**src/rtl/rv_mem_pkg.sv**
```systemverilog
// Shared RV32 memory-side types: store funct3 codes, the buffered store entry and the
// enqueue-time formatter (lane replication, byte mask, word address, misalignment).
package rv_mem_pkg;

  localparam logic [2:0] FN3_SB = 3'b000;
  localparam logic [2:0] FN3_SH = 3'b001;
  localparam logic [2:0] FN3_SW = 3'b010;

  typedef struct packed {
    logic [29:0] addr;   // word address, addr[31:2]
    logic [31:0] wdata;
    logic [3:0]  wmask;
  } store_entry_t;

  localparam int STORE_ENTRY_W = $bits(store_entry_t);

  typedef struct packed {
    store_entry_t entry;
    logic         misaligned;
  } store_fmt_t;

  // misaligned also covers illegal funct3: either way the store is dropped.
  function automatic store_fmt_t store_format(input logic [31:0] addr,
                                              input logic [31:0] data,
                                              input logic [2:0]  funct3);
    store_fmt_t r;
    r.entry.addr  = addr[31:2];
    r.entry.wdata = data;
    r.entry.wmask = 4'b0000;
    r.misaligned  = 1'b0;
    case (funct3)
      FN3_SB: begin
        r.entry.wmask = 4'b0001 << addr[1:0];
        r.entry.wdata = {4{data[7:0]}};
      end
      FN3_SH: begin
        r.entry.wmask = addr[1] ? 4'b1100 : 4'b0011;
        r.entry.wdata = {2{data[15:0]}};
        r.misaligned  = addr[0];
      end
      FN3_SW: begin
        r.entry.wmask = 4'b1111;
        r.misaligned  = |addr[1:0];
      end
      default: r.misaligned = 1'b1;
    endcase
    return r;
  endfunction

endpackage

```
**src/rtl/store_fifo.sv**
```systemverilog
// Generic DEPTH-entry synchronous FIFO with occupancy count; head visible combinationally.
// Push is ignored when full and pop when empty; pointers wrap modulo DEPTH (power of two).
module store_fifo #(
  parameter int WIDTH = 8,
  parameter int DEPTH = 2,
  parameter int CNT_W = $clog2(DEPTH + 1),
  parameter int PTR_W = $clog2(DEPTH)
) (
  input  logic             clk,
  input  logic             reset,
  input  logic             push_i,
  input  logic [WIDTH-1:0] push_dat_i,
  input  logic             pop_i,
  output logic [WIDTH-1:0] head_dat_o,
  output logic [CNT_W-1:0] count_o,
  output logic             full_o,
`ifdef STORE_FWD_EN
  output logic [WIDTH-1:0] mem_o [DEPTH],
  output logic [PTR_W-1:0] rd_ptr_o,
`endif
  output logic             empty_o
);

  logic [WIDTH-1:0] mem_q [DEPTH];
  logic [PTR_W-1:0] wr_ptr_q, rd_ptr_q;
  logic [CNT_W-1:0] count_q, count_d;
  logic             do_push, do_pop;

  assign full_o  = (count_q == CNT_W'(DEPTH));
  assign empty_o = (count_q == '0);
  assign do_push = push_i & ~full_o;
  assign do_pop  = pop_i & ~empty_o;

  always_comb begin
    count_d = count_q;
    case ({do_push, do_pop})
      2'b10:   count_d = count_q + CNT_W'(1);
      2'b01:   count_d = count_q - CNT_W'(1);
      default: count_d = count_q;
    endcase
  end

  always_ff @(posedge clk) begin
    if (reset) begin
      wr_ptr_q <= '0;
      rd_ptr_q <= '0;
      count_q  <= '0;
    end else begin
      if (do_push) wr_ptr_q <= wr_ptr_q + PTR_W'(1);
      if (do_pop)  rd_ptr_q <= rd_ptr_q + PTR_W'(1);
      count_q <= count_d;
    end
  end

  always_ff @(posedge clk) begin
    if (do_push) mem_q[wr_ptr_q] <= push_dat_i;
  end

  assign head_dat_o = mem_q[rd_ptr_q];
  assign count_o    = count_q;
`ifdef STORE_FWD_EN
  assign mem_o      = mem_q;
  assign rd_ptr_o   = rd_ptr_q;
`endif

endmodule

```
**src/rtl/store_unit.sv**
```systemverilog
// RV32 store buffer: formats stores, queues them in order, issues to dcache over valid/ready.
// Enqueue-to-issue >= 1 cycle; stalls requester while full. STORE_FWD_EN adds store-to-load forwarding.
module store_unit
  import rv_mem_pkg::*;
#(
  parameter int DEPTH = 2,
  parameter int CNT_W = $clog2(DEPTH + 1)
) (
  input  logic             clk,
  input  logic             reset,
  input  logic             st_valid,
  input  logic [31:0]      st_addr,
  input  logic [31:0]      st_data,
  input  logic [2:0]       st_funct3,
  output logic             st_stall,
  output logic             misalign_err,
  output logic             mem_req_valid,
  input  logic             mem_req_ready,
  output logic [31:0]      mem_addr,
  output logic [31:0]      mem_wdata,
  output logic [3:0]       mem_wmask,
  output logic [CNT_W-1:0] count,
`ifdef STORE_FWD_EN
  input  logic [31:0]      ld_addr,
  output logic             fwd_hit,
  output logic [31:0]      fwd_data,
  output logic [3:0]       fwd_mask,
`endif
  output logic             empty
);

  localparam int PTR_W = $clog2(DEPTH);

  store_fmt_t   fmt;
  store_entry_t head;
  logic         full, accept, push, pop;
  logic         misalign_q, misalign_d;

  assign fmt    = store_format(st_addr, st_data, st_funct3);
  // Full comes from the registered count, so a same-cycle dequeue never frees a slot.
  assign accept = st_valid & ~full;
  assign push   = accept & ~fmt.misaligned;
  assign pop    = mem_req_valid & mem_req_ready;

  assign st_stall   = st_valid & full;
  assign misalign_d = accept & fmt.misaligned;

  always_ff @(posedge clk) begin
    if (reset) misalign_q <= 1'b0;
    else       misalign_q <= misalign_d;
  end
  assign misalign_err = misalign_q;

`ifdef STORE_FWD_EN
  logic [STORE_ENTRY_W-1:0] fifo_mem [DEPTH];
  logic [PTR_W-1:0]         fifo_rd_ptr;
`endif

  store_fifo #(
    .WIDTH (STORE_ENTRY_W),
    .DEPTH (DEPTH),
    .CNT_W (CNT_W),
    .PTR_W (PTR_W)
  ) u_fifo (
    .clk        (clk),
    .reset      (reset),
    .push_i     (push),
    .push_dat_i (fmt.entry),
    .pop_i      (pop),
    .head_dat_o (head),
    .count_o    (count),
    .full_o     (full),
`ifdef STORE_FWD_EN
    .mem_o      (fifo_mem),
    .rd_ptr_o   (fifo_rd_ptr),
`endif
    .empty_o    (empty)
  );

  // Stale storage is masked so the request port reads zero whenever nothing is pending.
  assign mem_req_valid = ~empty;
  assign mem_addr      = empty ? 32'h0 : {head.addr, 2'b00};
  assign mem_wdata     = empty ? 32'h0 : head.wdata;
  assign mem_wmask     = empty ? 4'h0  : head.wmask;

`ifdef STORE_FWD_EN
  logic [PTR_W-1:0] scan_idx;
  store_entry_t     scan_e;

  // Walk oldest to youngest so a younger matching lane overwrites an older one.
  always_comb begin
    fwd_data = 32'h0;
    fwd_mask = 4'h0;
    scan_idx = '0;
    scan_e   = '0;
    for (int i = 0; i < DEPTH; i++) begin
      scan_idx = fifo_rd_ptr + PTR_W'(i);
      scan_e   = fifo_mem[scan_idx];
      if ((CNT_W'(i) < count) && (scan_e.addr == ld_addr[31:2])) begin
        for (int b = 0; b < 4; b++) begin
          if (scan_e.wmask[b]) begin
            fwd_mask[b]        = 1'b1;
            fwd_data[8*b +: 8] = scan_e.wdata[8*b +: 8];
          end
        end
      end
    end
  end
  assign fwd_hit = |fwd_mask;
`endif

endmodule

```
**config.mk**
```make
export PLATFORM = sky130hd
export DESIGN_NAME = store_unit
export DESIGN_NICKNAME = d
export VERILOG_FILES = /design/src/rtl/rv_mem_pkg.sv /design/src/rtl/store_fifo.sv /design/src/rtl/store_unit.sv
export SDC_FILE = /design/constraint.sdc
export NUM_CORES = 1
export LEC_CHECK = 0
export BUFFER_PORTS_ARGS = -buffer_cell sky130_fd_sc_hd__buf_4
export CORE_AREA = 2 2 115 117
export DETAILED_ROUTE_END_ITERATION = 10
export DIE_AREA = 0 0 117 119
export PLACE_DENSITY = 0.7
export SLEW_MARGIN = 30
export SYNTH_ARGS = -nofsm -noshare
export SYNTH_HDL_FRONTEND = slang
export SYNTH_SLANG_ARGS = --single-unit
```
**constraint.sdc**
```tcl
create_clock -name clk -period 7.1 [get_ports clk]
set_input_delay 0.355 -clock clk [delete_from_list [all_inputs] [get_ports clk]]
set_output_delay 0.355 -clock clk [all_outputs]
set_load 0.1 [all_outputs]
```
==> results_dict.tcl <==
set metrics [dict create \
    routabilityCongestion 0.814 \
    yosysWarnings 0 \
    numCtsBuffers 17 \
    diodes 0 \
    initial_utilization_pct 44.3 \
    post_drt_wl_per_cell_um 16.5 \
    vias 3473 \
    crit_required_ps 6740 \
    netlist_area_mm2 0.00571 \
    worst-path-stages 5 \
    rows 42 \
    path_class "reg -> out" \
    ys_types 27 \
    cp_max_fo 55 \
    clkLatencyLatePin_ps 410 \
    reg2reg_depth 5 \
    finalCriticalPeriod_ps 2640 \
    clock-sinks 138 \
    ys_async_sr_fraction_pct 0 \
    ios 145 \
    syn-instance-count 375 \
    fp.dieH_um 119 \
    grt_pass1_wl_um 17700 \
    die_x_um 117 \
    finalCritPeriodShare_pct 37.1 \
    cts_buffer_depth 2 \
    fin_setup_tns_ps 0 \
    cpMostUsedCell "buf_4" \
    grt_overflow 0 \
    antenna_found_initial 0 \
    startpoint "u_fifo.count_o[0]" \
    slowest_stage "buf_4" \
    hold_viol 0 \
    slowest_delay_ps 540 \
    area_growth_syn_to_layout_pct 31.0 \
    outcome "finished, final reports clean" \
    drv_slew 0 \
    ir_drop_mv 0.160 \
    track_usage_pct 17.1 \
    core-area_mm2 0.0129 \
    cap_violations 0 \
    slew_headroom_pct 38.4 \
    path_buf_inv 3 \
    synth_ff_type "edfxtp_1" \
    fillers 1062 \
    clock-skew-final_ps 6.51 \
    ys_ff_latch 138 \
    drt-pass1-iter-count 4 \
    ctsHoldBuffers 0 \
    cp-start-kind "flip-flop" \
    synth_area_leader_cell "edfxtp_1" \
    hold_path.class "in -> reg" \
    yosys-top-cells-count "132 x edfxtp_1, 82 x nor2_1, 74 x mux2i_1, 16 x mux2_2, 14 x a21oi_1" \
    clk_pin_slew_ps 50 \
    pre_cts_ws_ps 4330 \
    synth_enable_flop_cells 132 \
    p_leak_nw 2.77 \
    cp_top_family "buffers and inverters" \
    drc 0 \
    final_nets 591 \
    worstPathArrival_ps 2280 \
    hpwlAfterDp_um 7610 \
    synthMostInstantiatedCell "edfxtp_1" \
    synth-seq-area-share_pct 71.5 \
    path_cells "or2_2 > inv_2 > buf_4 > nor2_1 > buf_4" \
    rsz0062_at_grt "false" \
    setup_viol 0 \
    cts.repair.resized 0 \
    ant_nets 0 \
    tightest_slew_ps 925 \
    synth_top_area_share_pct 69.4 \
    cts_root_buf "clkbuf_16" \
    rrSetupSlack_ps 4730 \
    fmax_ghz 0.379 \
    worst_r2r_endpoint "u_fifo.mem_q[0][33]" \
    port-buffer-count 142 \
    power_density_mw_per_mm2 355 \
    drive_gt1_share_pct 36.8 \
    yosys-top-cells-area "edfxtp_1 69%, mux2i_1 13%, nor2_1 5.4%" \
    postCtsSetupBuffers 0 \
    wl_um 11600 \
    r2r-start "u_fifo.count_o[0]" \
    drt_iter0_markers 252 \
    avgViaCountPerCell 4.91 \
    end_kind "output port" \
    first_global_vias 3542 \
    grt_max_degree 67 \
    crit_end "mem_wdata[10]" \
    dieArea_mm2 0.0139 \
    cts_tree "built" \
    setup_ws_ps 4460 \
    avgSynthCellArea_um2 15.2 \
    htreeDepth 4 \
]
==> logic make-up (layout without fill, tap and decap cells) <==
group,after synthesis,in the layout,share of synthesized area [%]
xor+xnor,3,3,0.460
buf+inv,28,184,2.35
mux,91,91,16.4
other cells,1,2,0.0657
compound gates,21,21,2.32
fa+ha+maj,1,1,0.219
flops,138,138,71.5
simple gates,92,92,6.64
==> worst min path at each step <==
stage,cells after the start,from,end,slack (ps)
after floorplan,1,reset,u_fifo.count_o[1],420
after global placement,2,u_fifo.rd_ptr_q,u_fifo.rd_ptr_q,490
after detailed placement,2,u_fifo.rd_ptr_q,u_fifo.rd_ptr_q,500
after CTS,1,st_addr[10],u_fifo.mem_q[0][44],110
after global routing,1,st_addr[5],u_fifo.mem_q[1][39],120
final,1,st_addr[2],u_fifo.mem_q[1][36],130
==> cell usage in the layout (no fill, tap or decap), types with 2 or more instances in the layout <==
cell type    n
clkbuf_1     8
mux2i_1     74
mux2_2      16
buf_12       2
o21ai_0      4
conb_1       2
nor2_4       2
edfxtp_1   132
nor2b_1      2
a21oi_1     14
a21o_1       2
clkinv_2     4
clkbuf_16   17
clkbuf_8     3
xor2_1       2
dfxtp_1      5
buf_4      144
nor2_1      80
inv_1        5
==> through the flow <==
stage / cells / power (W) / hold slack (ps) / instance area (um2) / util [%]
2_1_floorplan: 376 / 0.00170 / 424 / 5710 / -
3_3_place_gp: 674 / 0.00190 / 489 / 6920 / 53.7
3_5_place_dp: 676 / 0.00191 / 497 / 6960 / 54.1
4_1_cts: 708 / 0.00268 / 113 / 7480 / 58.1
5_1_grt: 708 / 0.00275 / 115 / 7480 / 58.1
6_report: 708 / 0.00266 / 133 / 7480 / 58.1
==> where the power goes <==
group          internal (W)  total, W  switching [W]
Combinational      0.000206  0.000950       0.000744
Sequential         0.000921  0.000939      0.0000179
Clock              0.000472  0.000769       0.000298
==> state kept, by name, summed over array words and instances (netlist names), named ones only <==
name / count
u_fifo.mem_q: 132
u_fifo.count_o: 2
misalign_err: 1
u_fifo.rd_ptr_q: 1
u_fifo.wr_ptr_q: 1
==> layer usage <==
layer / global-route usage, % / share of wire (%)
met1: 21.5 / 43
met4: 5.74 / 1.1
met2: 28.1 / 49
met3: 5.09 / 6.9
met5: 0 / 0
==> layout make-up <==
cell class              count  area (um2)  area share, %
repair buffers            146        1120           15.0
clock inverters             4        20.0          0.268
well taps                 176         220           2.94
inverters                   6        22.5          0.301
multi-input cells         210        1510           20.2
clock buffers              28         497           6.64
flip-flops and latches    138        4090           54.7
No activity file was read; power rests on OpenSTA's default activity.
